`config.mk`:
```
export PLATFORM = sky130hd
export DESIGN_NAME = dmem_arbiter
export DESIGN_NICKNAME = d
export VERILOG_FILES = /design/src/rtl/dmem_pkg.sv /design/src/rtl/rr_arb2.sv /design/src/rtl/dmem_arbiter.sv
export SDC_FILE = /design/constraint.sdc
export NUM_CORES = 1
export LEC_CHECK = 0
export CAP_MARGIN = 30
export CORE_ASPECT_RATIO = 1.5
export CORE_UTILIZATION = 47
export CTS_BUF_LIST = sky130_fd_sc_hd__clkbuf_4
export CTS_CLUSTER_DIAMETER = 150
export DETAILED_ROUTE_END_ITERATION = 12
export PLACE_DENSITY = 0.89
export SYNTH_ARGS = -nofsm -noshare
export SYNTH_HDL_FRONTEND = slang
export SYNTH_SLANG_ARGS = --single-unit
```
`constraint.sdc`:
```
create_clock -name clk -period 9.6 [get_ports clk]
set_clock_uncertainty 0.1 [all_clocks]
set_input_delay 1.92 -clock clk [delete_from_list [all_inputs] [get_ports clk]]
set_output_delay 1.92 -clock clk [all_outputs]
set_load 0.02 [all_outputs]
```
`src/rtl/dmem_pkg.sv`:
```
// rtl/dmem_pkg.sv - shared encodings and defaults for the data-memory arbiter
package dmem_pkg;

    localparam int ADDR_W_DEF = 5;
    localparam int DATA_W_DEF = 32;

    typedef enum logic [1:0] {
        OP_READ   = 2'b00,
        OP_WRITE  = 2'b01,
        OP_DELETE = 2'b10,
        OP_RSVD   = 2'b11
    } op_t;

    typedef enum logic [1:0] {
        ST_IDLE   = 2'b00,
        ST_ACCESS = 2'b01,
        ST_RESP   = 2'b10,
        ST_FLUSH  = 2'b11
    } state_t;

endpackage

```
`src/rtl/rr_arb2.sv`:
```
// rtl/rr_arb2.sv - two-way round-robin grant; a tie goes to the port not granted last
module rr_arb2 (
    input  logic clk,
    input  logic rst,
    input  logic req0,
    input  logic req1,
    input  logic accept,
    output logic grant0,
    output logic grant1
);

    logic last_grant;

    always_comb begin
        grant0 = req0;
        grant1 = req1;
        if (req0 && req1) begin
            grant0 = last_grant;
            grant1 = !last_grant;
        end
    end

    // Resets to port 1 so port 0 wins the first tie.
    always_ff @(posedge clk or posedge rst) begin
        if (rst) begin
            last_grant <= 1'b1;
        end else if (accept) begin
            last_grant <= grant1;
        end
    end

endmodule

```
`src/rtl/dmem_arbiter.sv`:
```
// rtl/dmem_arbiter.sv - serialises two requesters and a flush sweep onto the data memory
module dmem_arbiter
    import dmem_pkg::*;
#(
    parameter int ADDR_W = ADDR_W_DEF,
    parameter int DATA_W = DATA_W_DEF,
    parameter int DEPTH  = 2 ** ADDR_W
) (
    input  logic              clk,
    input  logic              rst,
    input  logic              req0_valid,
    output logic              req0_ready,
    input  logic [1:0]        req0_op,
    input  logic [ADDR_W-1:0] req0_addr,
    input  logic [DATA_W-1:0] req0_wdata,
    output logic              rsp0_valid,
    output logic [DATA_W-1:0] rsp0_rdata,
    input  logic              req1_valid,
    output logic              req1_ready,
    input  logic [1:0]        req1_op,
    input  logic [ADDR_W-1:0] req1_addr,
    input  logic [DATA_W-1:0] req1_wdata,
    output logic              rsp1_valid,
    output logic [DATA_W-1:0] rsp1_rdata,
    input  logic              flush_start,
    output logic              flush_busy,
    output logic              mem_delete,
    output logic              mem_state,
    output logic [DATA_W-1:0] mem_data_w,
    output logic [ADDR_W-1:0] mem_address,
    input  logic [DATA_W-1:0] mem_data_r
);

    localparam logic [ADDR_W-1:0] LAST = ADDR_W'(DEPTH - 1);

    state_t            state;
    state_t            next_state;
    logic              lat_port;
    op_t               lat_op;
    logic [ADDR_W-1:0] lat_addr;
    logic [DATA_W-1:0] lat_wdata;
    logic [ADDR_W-1:0] flush_cnt;
    logic              grant0;
    logic              grant1;
    logic              handshake;
    logic [DATA_W-1:0] access_rdata;

    assign handshake = req0_ready || req1_ready;

    rr_arb2 u_arb (
        .clk    (clk),
        .rst    (rst),
        .req0   (req0_valid),
        .req1   (req1_valid),
        .accept (handshake),
        .grant0 (grant0),
        .grant1 (grant1)
    );

    // Memory pins default to a harmless read of word 0 so nothing is written by accident.
    always_comb begin
        next_state  = state;
        req0_ready  = 1'b0;
        req1_ready  = 1'b0;
        flush_busy  = 1'b0;
        mem_delete  = 1'b0;
        mem_state   = 1'b1;
        mem_address = '0;
        mem_data_w  = '0;
        case (state)
            ST_IDLE: begin
                if (flush_start) begin
                    next_state = ST_FLUSH;
                end else if (grant0 || grant1) begin
                    req0_ready = grant0;
                    req1_ready = grant1;
                    next_state = ST_ACCESS;
                end
            end
            ST_ACCESS: begin
                mem_address = lat_addr;
                case (lat_op)
                    OP_WRITE: begin
                        mem_state  = 1'b0;
                        mem_data_w = lat_wdata;
                    end
                    OP_DELETE: mem_delete = 1'b1;
                    default: ;
                endcase
                next_state = ST_RESP;
            end
            ST_RESP: next_state = ST_IDLE;
            ST_FLUSH: begin
                flush_busy  = 1'b1;
                mem_delete  = 1'b1;
                mem_address = flush_cnt;
                if (flush_cnt == LAST) begin
                    next_state = ST_IDLE;
                end
            end
            default: next_state = ST_IDLE;
        endcase
    end

    assign access_rdata = (lat_op == OP_WRITE || lat_op == OP_DELETE) ? '0 : mem_data_r;

    always_ff @(posedge clk or posedge rst) begin
        if (rst) begin
            state      <= ST_IDLE;
            lat_port   <= 1'b0;
            lat_op     <= OP_READ;
            lat_addr   <= '0;
            lat_wdata  <= '0;
            flush_cnt  <= '0;
            rsp0_valid <= 1'b0;
            rsp1_valid <= 1'b0;
            rsp0_rdata <= '0;
            rsp1_rdata <= '0;
        end else begin
            state      <= next_state;
            rsp0_valid <= (state == ST_RESP) && !lat_port;
            rsp1_valid <= (state == ST_RESP) && lat_port;
            if (handshake) begin
                lat_port  <= req1_ready;
                lat_op    <= op_t'(req1_ready ? req1_op : req0_op);
                lat_addr  <= req1_ready ? req1_addr : req0_addr;
                lat_wdata <= req1_ready ? req1_wdata : req0_wdata;
            end
            if (state == ST_ACCESS) begin
                if (lat_port) begin
                    rsp1_rdata <= access_rdata;
                end else begin
                    rsp0_rdata <= access_rdata;
                end
            end
            if (state == ST_FLUSH) begin
                flush_cnt <= (flush_cnt == LAST) ? '0 : flush_cnt + 1'b1;
            end
        end
    end

endmodule

```
==> metrics.yaml <==
timing:
  period_share: 0.613
  timing_hold_violations_final: 0
  grt_setup_unrepaired: "no"
  fmax_ghz: 0.170
  fin_tns_setup_ps: 0
  drv_slew: 0
  timing.slew.headroom: 0.403
  period_needed_ps: 5890
  whs_ps: 387
  worst_pin_slew_ps: 893
  setup_viol: 0
clock_tree:
  clkTransAtPathRegs_ps: 90
  post-cts-setup-buffers: 0
  cts_resized: 0
  clk_latency_ps: 520
  cts_max_level: 4
  clk_path_buf_depth: 2
  cts_tree: "yes"
  cts_buffers: 17
  cts_hold_buf: 0
  numClockSinks: 114
  cts-root-buf: "clkbuf_4"
critical_path:
  startpoint: "req0_valid"
  r2r-start: "state[1]"
  startpoint_type: "primary input"
  endpoint_kind: "output pin"
  worstPathMaxFanout: 40
  worstPathArrival_ps: 3870
  criticalPathCategory: "in2out"
  worstPathRequired_ps: 7580
synth:
  postSynthAreaPerCell_um2: 10.3
  synth_ff_type: "dfrtp_1"
  ys_seq_elements: 114
  yosysSeqAreaShare: 0.569
  synth_fp_nets: 605
  synth_area_um2: 5010
  yosys_warnings: 0
  syn_inst: 485
  postSynth.asyncResetShare: 1.00
  synth_edf_count: 0
  synth.distinct_cells: 36
place:
  numPlacedInstances: 815
  place_area_um2: 7350
  hpwl_mm: 10.1
  gp_congestion: 0.779
  io_buffers: 222
global_routing:
  grt_max_degree: 65
  antenna_found_initial: 0
  overflow: 0
  grt_pass1_vias: 4625
  track_usage: 0.266
  grt_pass1_wl_mm: 22.6
floorplan:
  die_x_um: 86.3
  coreArea_um2: 10200
  start_util: 0.489
  ios: 223
  num_rows: 45
  dieHeight_um: 129
  die-area_um2: 11100
power:
  switchingPower_w: 0.000897
  seqPwrFrac: 0.355
  p_clk_frac: 0.171
  p_leak_nw: 3.21
  ir_worst_vdd_v: 0.000185
  pwr-share-comb: 0.474
  p_per_area_nw_per_um2: 304
  p_int_w: 0.00143
  power_switching_share: 0.385
final_layout:
  syn2layout_area_growth_pct: 52.9
  nets: 813
  stdcell_area_um2: 7670
  fin_cells: 846
  drive_above_1_share: 0.0610
  fin_util: 0.748
  diodes: 0
hold_path:
  min-delay-start: "rsp1_rdata[27]"
  hold_path_class: "reg2reg"
routing:
  ant_nets: 0
  vias: 4547
  drc: 0
  drt-total-wl_mm: 14.2
  drt-initial-drc-count: 136
  wl_per_cell_um: 16.7
  vias_per_cell: 5.37
  drt_pass1_iterations: 4
run_status:
  status: "complete, no violations"
flow_run:
  cap_violations: 0
-- registers in the layout (all words and copies together), names as in the netlist --
signal            count
rsp1_valid            1
rsp0_valid            1
lat_addr              5
lat_wdata            32
lat_op                2
state                 2
rsp0_rdata           32
u_arb.last_grant      1
rsp1_rdata           32
flush_cnt             5
lat_port              1
-- critical path, stage by stage --
cell             delay (ps)
clkdlybuf4s50_1         570
a21bo_2                 660
nor2_1                  140
clkdlybuf4s50_1         570
-- area by class of cell --
type                       instances  area (um2)
clock buffer                      17         128
inverter                           7        28.8
timing repair buffer             230        2330
clock inverter                    14         194
multi-input combinational        323        1960
tap                              141         176
sequential                       114        2850
fill                             687        2580
-- final timing paths --
kind / end / slack, ps / cells after the start
min: rsp1_rdata[27] / 390 / 2
min reg2reg: rsp1_rdata[27] / 390 / 2
max reg2reg: lat_wdata[6] / 7340 / 3
min in group asynchronous: lat_wdata[7] / 1730 / 2
max: req1_ready / 3710 / 4
max in group asynchronous: rsp0_rdata[28] / 6430 / 3
-- synth_stat cells, drive strengths merged (7+ instances only) --
cell | number | area share
dfrtp | 113 | 0.56
nand2 | 98 | 0.073
o21ai | 67 | 0.067
a2bb2oi | 39 | 0.068
o32ai | 39 | 0.068
and2 | 32 | 0.040
clkbuf | 30 | 0.022
buf | 11 | 0.013
nor2b | 8 | 0.010
inv | 7 | 0.0052
-- cell usage in the layout (no fill, tap or decap), drive strengths merged --
cell             n
clkdlybuf4s50  222
dfrtp          113
nand2           98
o21ai           67
o32ai           39
a2bb2oi         39
and2            32
clkbuf          17
nor2b            8
buf              8
inv              7
clkinv           7
mux2i            5
ha               5
bufinv           5
nor3             5
nor2             4
a21oi            3
and3             2
clkinvlp         2
or3              2
or3b             1
a21o             1
nand2b           1
a32o             1
nand3            1
nor4             1
a221o            1
a21bo            1
nand3b           1
o21a             1
nor3b            1
a31oi            1
mux2             1
a211o            1
dfstp            1
-- cells by family after synthesis --
logic type | count (synthesis) | share of synthesized area
adders and majority gates | 5 | 0.0125
muxes | 6 | 0.0122
DFF | 114 | 0.569
buffers and inverters | 48 | 0.0412
and+or+nand+nor | 157 | 0.147
AOI/OAI and AO/OA | 155 | 0.218
-- stage by stage --
stage	power [W]	worst slack, ps
floorplan	0.00142	4570
global placement	0.00187	3840
detailed placement	0.00194	3740
CTS	0.00235	3720
global route	0.00248	3600
finish	0.00233	3710
-- power by group through the flow --
| stage | Clock [W] | Sequential [W] | Combinational (W) |
|---|---|---|---|
| after CTS | 0.000410 | 0.000826 | 0.00111 |
| final | 0.000400 | 0.000827 | 0.00110 |
| after global placement | 0 | 0.000822 | 0.00104 |
| after detailed placement | 0 | 0.000835 | 0.00111 |
| after global routing | 0.000430 | 0.000851 | 0.00120 |
| after floorplan | 0 | 0.000931 | 0.000490 |
-- per-layer routing --
layer,wire length (um),part of all wire,track usage,vias up
li1,-,-,-,2147
met1,5460,0.39,0.295,2166
met2,7020,0.50,0.459,207
met3,1370,0.097,0.103,27
met4,310,0.022,0.0980,0
met5,0,0,0,-
Note: power is estimated with default switching activity, not from simulation.
==> RTL change 1: new RTL, same flow settings <==
The package constant `DATA_W_DEF` goes from 32 to 64.
--- a/src/rtl/dmem_pkg.sv
+++ b/src/rtl/dmem_pkg.sv
@@ -2,7 +2,7 @@
 package dmem_pkg;
 
     localparam int ADDR_W_DEF = 5;
-    localparam int DATA_W_DEF = 32;
+    localparam int DATA_W_DEF = 64;
 
     typedef enum logic [1:0] {
         OP_READ   = 2'b00,
Ports: changed (6 resized); port bits go from 223 to 415. The function was not compared with the original's and may differ.
==> RTL change 1 against the unedited design <==
Hold slack worse by 0.011 ns. Sequential cell count is 96 higher. Synthesized cell count rose by 81%. Synthesized area is 81% higher. Critical path depth did not move. Power increased by 82%. Critical endpoint is now req0_ready. Sequential share of layout area increased by 0.43 points. Non-clock buffer count up 199. Design area grew 82%. Final cell count grew 85%. Maximum frequency is 3.9% lower. Setup slack lost 0.24 ns. Wire length is 130% higher.
==> RTL change 1: results (changes against the unedited design) <==
run status = completed (unchanged)
Overall Global Routing Usage = 0.334 (was 0.266)
WHS = 0.376 ns (was 0.387 ns)
dpl cell area = 13300 µm² (was 7350 µm²)
slowest stage cell, crit path = clkdlybuf4s50_1 (was a21bo_2)
CTS buffer count = 49 (was 17)
Static Leak = 0.00587 µW (was 0.00321 µW)
Crit Reg-Reg Endpoint = lat_wdata[45]$_DFFE_PP0P_ (was lat_wdata[6]$_DFFE_PP0P_)
vias in the first global route = 8955 (was 4625)
Pre-antenna DRT Iters = 5 (was 4)
multi-input gates = 579 (was 323)
R2R Setup Slk = 7.17 ns (was 7.34 ns)
I/O Buffers = 414 (was 222)
ANT cells = 8 (was 0)
buffering overhead = 0.311 (was 0.303)
gpl congestion = 0.812 (was 0.779)
total length of routed wires = 33100 µm (was 14200 µm)
Synth Area in Compound Gates = 0.218 (about the same)
count of plain and timing-repair buffers = 429 (was 230)
worst-skew pair later-pin latency = 0.64 ns (was 0.52 ns)
Worst-path clk slew = 0.06 ns (was 0.09 ns)
R2R depth = 4 (was 3)
Mean Syn Cell Area = 10.3 µm² (about the same)
1st-iter DRT viols = 558 (was 136)
clkbuf count = 71 (was 17)
Hold Path Origin = rsp1_rdata[31]$_DFFE_PP0P_ (was rsp1_rdata[27]$_DFFE_PP0P_)
initial antenna violation count = 6 (was 0)
largest net degree at the start of global routing = 131 (was 65)
vias per cell = 5.60 (was 5.37)
final core occ = 0.747 (was 0.748)
Syn Nets = 1093 (was 605)
CP Launch Point = flush_start (was req0_valid)
Final clock-cell share = 0.0416 (was 0.0419)
Worst Path Arrival = 4.10 ns (was 3.87 ns)
Fillers = 1253 (was 687)
maximum VDD drop = 0.236 mV (was 0.185 mV)
synth cell count leaders = 209 x dfrtp_1, 194 x nand2_1, 125 x o21ai_0, 71 x a2bb2oi_1, 71 x o32ai_1 (was 113 x dfrtp_1, 98 x nand2_1, 66 x o21ai_0, 39 x a2bb2oi_1, 39 x o32ai_1)
[RTL change 1: cell types whose count changed in the layout (fill, tap and decap cells not counted), moves of 8 or more]
cell / before / now
diode_2: 0 / 8
a2bb2oi_1: 39 / 71
o32ai_1: 39 / 71
dfrtp_1: 113 / 209
o21ai_0: 66 / 125
and2_1: 32 / 64
clkdlybuf4s50_1: 222 / 414
clkbuf_4: 17 / 71
nand2_1: 98 / 194
[RTL change 1: where the power goes]
group,switching (µW),internal [µW]
combinational,1130,904
clock,349,338
sequential,243,1270
total,1720,2510
[RTL change 1: layer usage]
layer  GRT usage  part of all wire  up-vias
met5           0           0.00024        -
met4       0.177             0.048        2
met3       0.130              0.11      104
met2       0.546              0.48      447
met1       0.373              0.36     4275
li1            -                 -     3946
[RTL change 1: critical path: cells and delay by family]
kind,cells,cell delay (ns)
buffers and inverters,2,1.24
AND/OR/NAND/NOR,2,0.94
==> RTL change 2: new RTL, same settings <==
Without the edit above. Reset style: synchronous (`rst`), changed in 2 clocked blocks.
--- a/src/rtl/rr_arb2.sv
+++ b/src/rtl/rr_arb2.sv
@@ -21,7 +21,7 @@
     end
 
     // Resets to port 1 so port 0 wins the first tie.
-    always_ff @(posedge clk or posedge rst) begin
+    always_ff @(posedge clk) begin
         if (rst) begin
             last_grant <= 1'b1;
         end else if (accept) begin
--- a/src/rtl/dmem_arbiter.sv
+++ b/src/rtl/dmem_arbiter.sv
@@ -104,7 +104,7 @@
 
     assign access_rdata = (lat_op == OP_WRITE || lat_op == OP_DELETE) ? '0 : mem_data_r;
 
-    always_ff @(posedge clk or posedge rst) begin
+    always_ff @(posedge clk) begin
         if (rst) begin
             state      <= ST_IDLE;
             lat_port   <= 1'b0;
Formal check against the unedited RTL: differs if rst is asserted again (counterexample within 4 cycles, from zero or initial values and one cycle with rst high); with rst held inactive, the same outputs for 10 cycles.
==> RTL change 2 against the unedited design <==
Sequential cell count did not move. Setup slack got worse by 0.34 ns. Global-route usage rose by 2.2 points. Wire length rose by 15%. Synthesized area rose by 2.9%. Maximum frequency fell by 5.4%. Design area rose by 1.2%. Final cell count rose by 19%.
Power is not compared: it rests on default switching activity, and its combinational part moved more than twofold at a synthesized area within 25%.
==> RTL change 2: results (changes against the unedited design) <==
Overall Global Routing Usage = 0.288 (was 0.266)
run status = completed (unchanged)
via count = 5552 (was 4547)
Pre-antenna DRT Iters = 5 (was 4)
largest net degree at the start of global routing = 97 (was 65)
Netlist cell types = 37 (was 36)
R2R depth = 4 (was 3)
Fillers = 773 (was 687)
worst-skew pair later-pin latency = 0.50 ns (was 0.52 ns)
setup bufs post-CTS = 0 (unchanged)
Hold Path Stages = 2 (unchanged)
worst-margin pin slew = 1.05 ns (was 0.893 ns)
Min-Delay Endpoint = rsp1_rdata[7]$_SDFFE_PP0P_ (was rsp1_rdata[27]$_DFFE_PP0P_)
Worst path max stage delay = 0.71 ns (was 0.66 ns)
first-pass GRT wire length = 25700 µm (was 22600 µm)
delay-heaviest family, CP = buffers and inverters (unchanged)
crit path time final = 6.22 ns (was 5.89 ns)
Worst-path clk slew = 0.11 ns (was 0.09 ns)
total length of routed wires = 16300 µm (was 14200 µm)
crit path max fanout = 18 (was 40)
1st-iter DRT viols = 245 (was 136)
Worst Path Arrival = 4.20 ns (was 3.87 ns)
met3 wire length = 1340 µm (was 1370 µm)
met2 WL = 8380 µm (was 7020 µm)
reg2reg start = state[1]$_SDFFE_PP0P_ (was state[1]$_DFFE_PP0P_)
Syn Nets = 778 (was 605)
vias in the first global route = 5540 (was 4625)
Seq/Total Area, Yosys = 0.442 (was 0.569)
I/O Buffers = 222 (unchanged)
slowest stage cell, crit path = clkdlybuf4s50_1 (was a21bo_2)
FFs w/ async S/R, synth = 0 (was 1.00)
top cells by area, synth = dfxtp_1 44%, a21oi_1 10%, nand3_1 6.4% (was dfrtp_1 56%, nand2_1 7.3%, a2bb2oi_1 6.8%)
dpl hpwl = 11400 µm (was 10100 µm)
GR met2 Demand/Resource = 0.506 (was 0.459)
M3 GR Usage = 0.0873 (was 0.103)
met1 wire length = 5980 µm (was 5460 µm)
H-tree levels = 4 (unchanged)
DP Worst Slack = 3.00 ns (was 3.74 ns)
nets = 967 (was 813)
WHS = 0.363 ns (was 0.387 ns)
ANT cells = 0 (unchanged)
Main synth FF type = dfxtp_1 (was dfrtp_1)
share of post-route cells with drive strength above 1 = 0.0581 (was 0.0610)
synth cell count leaders = 114 x dfxtp_1, 108 x a21oi_1, 68 x nand2_1, 66 x nand3_1 (was 113 x dfrtp_1, 98 x nand2_1, 66 x o21ai_0, 39 x a2bb2oi_1, 39 x o32ai_1)
met1 usage = 0.306 (was 0.295)
Internal = 781 µW
Static Leak = 0.00277 µW
CP Launch Point = req1_valid (was req0_valid)
gpl congestion = 0.792 (was 0.779)
Crit Reg-Reg Endpoint = lat_wdata[9]$_SDFFE_PP0P_ (was lat_wdata[6]$_DFFE_PP0P_)
R2R Setup Slk = 7.11 ns (was 7.34 ns)
Hold Path Origin = rsp1_rdata[7]$_SDFFE_PP0P_ (was rsp1_rdata[27]$_DFFE_PP0P_)
RTL change 2: through the flow:
step                total power, µW  cell area, µm²  instances
global placement                757            7360        968
detailed placement              766            7410        970
floorplan                       659            5160        658
finish                         1130            7760       1004
global route                   1190            7760       1004
CTS                            1130            7710       1002
RTL change 2: cell type report:
cell class	instances	area [µm²]	share of cell area
Clock buffer	17	128	0.0164
Clock inverter	15	171	0.0221
Inverter	43	161	0.0208
Multi-Input combinational cell	440	2480	0.319
Sequential cell	114	2280	0.294
Tap cell	144	180	0.0232
Timing Repair Buffer	231	2360	0.304
RTL change 2: kinds of logic (layout without fill, tap and decap cells):
kind of cell / count (synthesis) / in the layout / share of synthesized area
AO/OA/AOI/OAI: 157 / 157 / 0.176
adder cells (fa/ha/maj): 5 / 5 / 0.0121
buffers and inverters: 104 / 306 / 0.0831
flip-flops: 114 / 114 / 0.442
multiplexers: 6 / 6 / 0.0116
AND/OR/NAND/NOR: 272 / 272 / 0.275
